--- src/rtl/fetch_queue_if.sv ---
// Bus bundle between the fetch queue, the instruction memory and the decode stage.
// The master modport is the fetch queue itself; the slave modport is its environment.
interface fetch_queue_if #(
    parameter int unsigned ADDR_W  = 64,
    parameter int unsigned INSTR_W = 32
);
    logic               imem_req;
    logic [ADDR_W-1:0]  imem_addr;
    logic               imem_ack;
    logic [INSTR_W-1:0] imem_rdata;
    logic               redirect;
    logic [ADDR_W-1:0]  redirect_pc;
    logic               stall;
    logic               if_valid;
    logic [INSTR_W-1:0] if_instr;
    logic [ADDR_W-1:0]  if_pc;

    modport master (
        output imem_req, imem_addr, if_valid, if_instr, if_pc,
        input  imem_ack, imem_rdata, redirect, redirect_pc, stall
    );

    modport slave (
        input  imem_req, imem_addr, if_valid, if_instr, if_pc,
        output imem_ack, imem_rdata, redirect, redirect_pc, stall
    );
endinterface

--- src/rtl/fetch_queue.sv ---
// Instruction-fetch front end: owns the fetch PC, issues one outstanding memory
// request at a time and buffers {pc, instr} pairs for decode; redirects flush it.
module fetch_queue #(
    parameter int unsigned       DEPTH    = 4,
    parameter int unsigned       ADDR_W   = 64,
    parameter int unsigned       INSTR_W  = 32,
    parameter logic [ADDR_W-1:0] RESET_PC = '0
) (
    input logic           clk,
    input logic           reset,
    fetch_queue_if.master bus
);
    localparam int unsigned      PTR_W   = $clog2(DEPTH);
    localparam int unsigned      CNT_W   = PTR_W + 1;
    localparam logic [CNT_W-1:0] DEPTH_C = CNT_W'(DEPTH);

    typedef enum logic [0:0] {
        ST_RUN     = 1'b0,
        ST_DISCARD = 1'b1
    } state_t;

    state_t             state_q, state_d;
    logic [CNT_W-1:0]   count_q, count_d;
    logic [PTR_W-1:0]   rd_ptr_q, rd_ptr_d;
    logic [PTR_W-1:0]   wr_ptr_q, wr_ptr_d;
    logic [ADDR_W-1:0]  fetch_pc_q, fetch_pc_d;
    logic               imem_req_q, imem_req_d;
    logic [ADDR_W-1:0]  imem_addr_q, imem_addr_d;
    logic               if_valid_q, if_valid_d;
    logic [INSTR_W-1:0] if_instr_q, if_instr_d;
    logic [ADDR_W-1:0]  if_pc_q, if_pc_d;
    logic [INSTR_W-1:0] instr_mem_q [DEPTH];
    logic [ADDR_W-1:0]  pc_mem_q [DEPTH];

    logic               ack_s;
    logic               push_s;
    logic               pop_s;
    logic [ADDR_W-1:0]  redirect_pc_s;
    logic [ADDR_W-1:0]  pc_plus4_s;

    assign ack_s         = imem_req_q && bus.imem_ack;
    assign redirect_pc_s = bus.redirect_pc & ~(ADDR_W'(3));
    assign pc_plus4_s    = fetch_pc_q + ADDR_W'(4);
    assign push_s        = ack_s && (state_q == ST_RUN) && !bus.redirect;
    assign pop_s         = if_valid_q && !bus.stall && !bus.redirect;

    // Next-state for fetch control, queue pointers and request outputs.
    always_comb begin
        state_d     = state_q;
        count_d     = count_q;
        rd_ptr_d    = rd_ptr_q;
        wr_ptr_d    = wr_ptr_q;
        fetch_pc_d  = fetch_pc_q;
        imem_req_d  = imem_req_q;
        imem_addr_d = imem_addr_q;
        case (state_q)
            ST_RUN: begin
                if (bus.redirect) begin
                    count_d    = '0;
                    rd_ptr_d   = '0;
                    wr_ptr_d   = '0;
                    fetch_pc_d = redirect_pc_s;
                    // An unanswered request cannot be withdrawn; its response is dropped later.
                    if (imem_req_q && !bus.imem_ack) begin
                        state_d = ST_DISCARD;
                    end else begin
                        imem_req_d  = 1'b1;
                        imem_addr_d = redirect_pc_s;
                    end
                end else begin
                    if (push_s) begin
                        wr_ptr_d = wr_ptr_q + PTR_W'(1);
                    end else begin
                        wr_ptr_d = wr_ptr_q;
                    end
                    if (pop_s) begin
                        rd_ptr_d = rd_ptr_q + PTR_W'(1);
                    end else begin
                        rd_ptr_d = rd_ptr_q;
                    end
                    count_d = count_q + CNT_W'(push_s) - CNT_W'(pop_s);
                    if (push_s) begin
                        fetch_pc_d  = pc_plus4_s;
                        imem_req_d  = (count_d < DEPTH_C);
                        imem_addr_d = pc_plus4_s;
                    end else if (!imem_req_q) begin
                        imem_req_d  = (count_d < DEPTH_C);
                        imem_addr_d = fetch_pc_q;
                    end else begin
                        imem_req_d  = imem_req_q;
                        imem_addr_d = imem_addr_q;
                    end
                end
            end
            ST_DISCARD: begin
                if (bus.redirect) begin
                    fetch_pc_d = redirect_pc_s;
                end else begin
                    fetch_pc_d = fetch_pc_q;
                end
                if (ack_s) begin
                    state_d     = ST_RUN;
                    imem_req_d  = 1'b1;
                    imem_addr_d = fetch_pc_d;
                end else begin
                    state_d = ST_DISCARD;
                end
            end
            default: begin
                state_d = ST_RUN;
            end
        endcase
    end

    // Next head-of-queue view; a push into the slot the head moves to bypasses the array.
    always_comb begin
        if_valid_d = 1'b0;
        if_instr_d = '0;
        if_pc_d    = '0;
        if (count_d == '0) begin
            if_valid_d = 1'b0;
        end else if (push_s && (rd_ptr_d == wr_ptr_q)) begin
            if_valid_d = 1'b1;
            if_instr_d = bus.imem_rdata;
            if_pc_d    = imem_addr_q;
        end else begin
            if_valid_d = 1'b1;
            if_instr_d = instr_mem_q[rd_ptr_d];
            if_pc_d    = pc_mem_q[rd_ptr_d];
        end
    end

    // Control and output registers.
    always_ff @(posedge clk or negedge reset) begin
        if (!reset) begin
            state_q     <= ST_RUN;
            count_q     <= '0;
            rd_ptr_q    <= '0;
            wr_ptr_q    <= '0;
            fetch_pc_q  <= RESET_PC;
            imem_req_q  <= 1'b0;
            imem_addr_q <= RESET_PC;
            if_valid_q  <= 1'b0;
            if_instr_q  <= '0;
            if_pc_q     <= '0;
        end else begin
            state_q     <= state_d;
            count_q     <= count_d;
            rd_ptr_q    <= rd_ptr_d;
            wr_ptr_q    <= wr_ptr_d;
            fetch_pc_q  <= fetch_pc_d;
            imem_req_q  <= imem_req_d;
            imem_addr_q <= imem_addr_d;
            if_valid_q  <= if_valid_d;
            if_instr_q  <= if_instr_d;
            if_pc_q     <= if_pc_d;
        end
    end

    // Queue storage; entries are only read once counted as valid, so no reset is needed.
    always_ff @(posedge clk) begin
        if (push_s) begin
            instr_mem_q[wr_ptr_q] <= bus.imem_rdata;
            pc_mem_q[wr_ptr_q]    <= imem_addr_q;
        end
    end

    assign bus.imem_req  = imem_req_q;
    assign bus.imem_addr = imem_addr_q;
    assign bus.if_valid  = if_valid_q;
    assign bus.if_instr  = if_instr_q;
    assign bus.if_pc     = if_pc_q;
endmodule

--- src/flat_wrapper.sv ---
// flat-port wrapper written by rule: the top's interface ports become plain ports
module fetch_queue_flat 
#(
    parameter int unsigned       DEPTH    = 4,
    parameter int unsigned       ADDR_W   = 64,
    parameter int unsigned       INSTR_W  = 32,
    parameter logic [ADDR_W-1:0] RESET_PC = '0
)
  (clk, reset, bus_imem_req, bus_imem_addr, bus_if_valid, bus_if_instr, bus_if_pc, bus_imem_ack, bus_imem_rdata, bus_redirect, bus_redirect_pc, bus_stall);
  fetch_queue_if #(.ADDR_W(ADDR_W), .INSTR_W(INSTR_W)) bus_i ();
  input logic clk;
  input logic reset;
  output wire logic [$bits(bus_i.imem_req)-1:0] bus_imem_req;
  output wire logic [$bits(bus_i.imem_addr)-1:0] bus_imem_addr;
  output wire logic [$bits(bus_i.if_valid)-1:0] bus_if_valid;
  output wire logic [$bits(bus_i.if_instr)-1:0] bus_if_instr;
  output wire logic [$bits(bus_i.if_pc)-1:0] bus_if_pc;
  input wire logic [$bits(bus_i.imem_ack)-1:0] bus_imem_ack;
  input wire logic [$bits(bus_i.imem_rdata)-1:0] bus_imem_rdata;
  input wire logic [$bits(bus_i.redirect)-1:0] bus_redirect;
  input wire logic [$bits(bus_i.redirect_pc)-1:0] bus_redirect_pc;
  input wire logic [$bits(bus_i.stall)-1:0] bus_stall;
  assign bus_imem_req = bus_i.imem_req;
  assign bus_imem_addr = bus_i.imem_addr;
  assign bus_if_valid = bus_i.if_valid;
  assign bus_if_instr = bus_i.if_instr;
  assign bus_if_pc = bus_i.if_pc;
  assign bus_i.imem_ack = bus_imem_ack;
  assign bus_i.imem_rdata = bus_imem_rdata;
  assign bus_i.redirect = bus_redirect;
  assign bus_i.redirect_pc = bus_redirect_pc;
  assign bus_i.stall = bus_stall;
  fetch_queue #(.DEPTH(DEPTH), .ADDR_W(ADDR_W), .INSTR_W(INSTR_W), .RESET_PC(RESET_PC)) u_core (.clk(clk), .reset(reset), .bus(bus_i));
endmodule
--- config.mk ---
export PLATFORM = sky130hd
export DESIGN_NAME = fetch_queue_flat
export DESIGN_NICKNAME = d
export VERILOG_FILES = /design/src/rtl/fetch_queue_if.sv /design/src/rtl/fetch_queue.sv /design/src/flat_wrapper.sv
export SDC_FILE = /design/constraint.sdc
export NUM_CORES = 1
export LEC_CHECK = 0
export ABC_AREA = 1
export BUFFER_PORTS_ARGS = -buffer_cell sky130_fd_sc_hd__clkbuf_2
export CAP_MARGIN = 40
export CORE_UTILIZATION = 64
export CTS_CLUSTER_DIAMETER = 50
export CTS_CLUSTER_SIZE = 25
export DETAILED_ROUTE_END_ITERATION = 16
export PLACE_DENSITY = 0.83
export SYNTH_ARGS = -nofsm -noshare
export SYNTH_HDL_FRONTEND = slang
export SYNTH_SLANG_ARGS = --single-unit
--- constraint.sdc ---
create_clock -name clk -period 8.5 [get_ports clk]
set_input_delay 1.275 -clock clk [delete_from_list [all_inputs] [get_ports clk]]
set_output_delay 1.275 -clock clk [all_outputs]
set_load 0.1 [all_outputs]
==> results.cfg <==
[global_routing]
grt_overflow = 0
grt_max_degree = 305
grt_usage = 0.345
grt_pass1_vias = 21700
grt_first_pass_wirelength_um = 119000
grt_antenna_before_repair = 0

[routing]
drtAntennaViolNets = 0
via_count = 22800
totalWireLength_um = 77900
drc = 0
vias_per_cell = 5.77
wl_per_cell_um = 19.7
drtIter0Drc = 2456
detail_route.first_pass.iterations = 6

[die]
ioPinCount = 263
die_width_um = 214
die_h_um = 214
initial_core_util = 0.648
row_count = 77
core_area_um2 = 44200
design.die.area_um2 = 45600

[critical_path]
path_cells = clkbuf_2, buf_4, inv_2, buf_4, nand3_1, xor2_1, ha_1, inv_1, fa_1, xnor2_1, nand2_1, o21ai_0, inv_1, nand2_4, buf_12, nand2_1, nor2_1
slowest_delay_ns = 0.66
worstReg2RegStart = u_core.state_q
arrival_ns = 5.30
required_ns = 9.02
slowest_stage = buf_4
reg2reg_slack_ns = 4.50
cp_max_fo = 77
r2r_end = u_core.bus.if_pc[56]
reg2regPathDepth = 12
crit_family = buffers and inverters
path_buf_inv = 7
end_kind = register
start_kind = input port
criticalPathCategory = input port to register

[cells_and_area]
final_nets = 3433
area_growth_syn_to_layout_pct = 12.1
fillers = 3089
antenna_cells = 0
final_cell_mix = nand2_1, nor2_1, edfxtp_1
final_common_cell = nand2_1
drive_gt1_frac = 0.119

[clock_network]
numCtsBuffers = 47
cts_max_path_buffers = 3
htree_levels = 2
cts-root-buf = clkbuf_16
cts_tree = yes
ctsHoldBuffers = 0
cts_setup_buffers = 0
path_clk_slew_ns = 0.08
insertion_delay_ns = 0.62
ctsResizeCount = 0
clkSinkCount = 618

[synthesis]
synth_area_leader_cell = edfxtp_1
synth_top_area_frac = 0.402
synth_seq_cells = 618
yosys_warnings = 0
ys_seq_area_frac = 0.606
avgSynthCellArea_um2 = 9.11
synth.distinct_cells = 42
syn_area_um2 = 28700
synth_cells = 3146
syn_nets = 3254
synth_area_leaders = edfxtp_1, dfrtp_1, nand2_1

[power_and_ir_drop]
ir_drop_mv = 0.290
p_leak_nw = 14.5
p_per_area_nw_per_um2 = 360
p_comb_frac = 0.411
p_int_mw = 5.97
switching_share = 0.484
pwr-share-seq = 0.378
p_switching_mw = 5.59
p_clk_frac = 0.211

[timing]
skew_ns = 0.0312
setup_viol_count_final = 0
fmax_mhz = 209
holdWs_ns = 0.494
hold_viol = 0
final_max_slew_viol_count = 0
period_share = 0.562
rsz0062_at_grt = false
tightest_slew_ns = 1.29
layout_min_cycle_time_ns = 4.78
tns_ns = 0
slew_headroom = 0.139

[hold_path]
worstHoldStart = u_core.fetch_pc_q[1]
min_to = u_core.fetch_pc_q[1]
hold_class = register to register
hold_path_depth = 2

[status]
status = finished clean

[placement]
gp_congestion = 0.954
hpwl_um = 48900
numPortBuffers = 260

[job]
maxCapViolations = 0
-- how the worst max path moves through the flow --
stage	from	end	slack [ns]	depth (start not counted)
finish	bus_redirect	u_core.bus.if_instr[18]	3.72	17
global route	bus_redirect	u_core.bus.if_instr[18]	3.37	17
CTS	bus_redirect	u_core.bus.if_pc[24]	3.80	17
detailed placement	bus_redirect	u_core.bus.if_instr[18]	3.16	17
global placement	bus_redirect	u_core.bus.if_instr[21]	3.42	17
floorplan	bus_imem_ack	u_core.instr_mem_q[0][0]	2.17	5
-- synth_stat cells (all sizes together) --
cell type / count
nor3: 1
nand2: 918
nand3b: 85
a31oi: 24
a311oi: 35
a21oi: 79
o211ai: 98
o31ai: 2
o21bai: 4
or2: 1
clkbuf: 66
nand4: 14
a2bb2oi: 5
edfxtp: 384
o21ai: 39
nand3: 65
a21o: 1
a22oi: 17
o22ai: 1
dfrtp: 234
fa: 1
nor2: 614
xor2: 8
inv: 317
ha: 6
a211oi: 13
buf: 95
xnor2: 18
and2: 1
-- metal layers --
metal,track usage,wire length (µm)
met5,0,0
met4,0.121,2340
met3,0.0562,6930
met2,0.557,37300
met1,0.477,31300
-- cell type report --
type,instances,area (µm²),share of cell area
Clock buffer,52,1240,0.0385
Inverter,317,1190,0.0372
Timing Repair Buffer,291,1700,0.0530
Clock inverter,35,478,0.0149
Sequential cell,618,17400,0.541
Tap cell,592,741,0.0230
Multi-Input combinational cell,2050,9400,0.292
-- worst min-delay path: cells and delay by family, from the launching register on --
family,cells,cell delay [ns]
buffers and inverters,1,0.05
DFF,1,0.37
and+or+nand+nor,1,0.04
-- power by group through the flow --
stage                     Clock [mW]  Sequential (mW)  Combinational [mW]
final                           2.44             4.37                4.75
after global routing            2.56             4.42                5.08
after CTS                       2.46             4.35                4.73
after detailed placement           0             4.42                4.70
after global placement             0             4.38                4.57
after floorplan                    0             6.12                1.85
-- sequential cells by signal (all words and copies together) (netlist names) --
signal	count
u_core.fetch_pc_q	64
u_core.count_q	3
u_core.bus.if_valid	1
u_core.rd_ptr_q	2
u_core.bus.if_pc	64
u_core.bus.imem_req	1
u_core.instr_mem_q	128
u_core.pc_mem_q	256
u_core.state_q	1
u_core.bus.if_instr	32
u_core.wr_ptr_q	2
u_core.bus.imem_addr	64
-- metrics by stage --
stage	power [mW]	util	instance area (µm²)	setup slack, ns	cells
final	11.6	0.727	32100	3.72	3955
after global routing	12.1	0.727	32100	3.37	3955
after CTS	11.5	0.727	32100	3.80	3955
after detailed placement	9.11	0.688	30400	3.16	3868
after global placement	8.95	0.685	30300	3.42	3862
after floorplan	7.96	-	28700	2.17	3146
-- cell families (layout without fill, tap and decap cells) --
family / Yosys count / count (layout) / share of synthesized area
flops: 618 / 618 / 0.606
fa+ha+maj: 7 / 7 / 0.00332
buf+inv: 478 / 695 / 0.0685
xor+xnor: 26 / 26 / 0.00794
simple gates: 1699 / 1699 / 0.240
compound gates: 318 / 318 / 0.0738
Note: power is estimated with default switching activity, not from simulation.
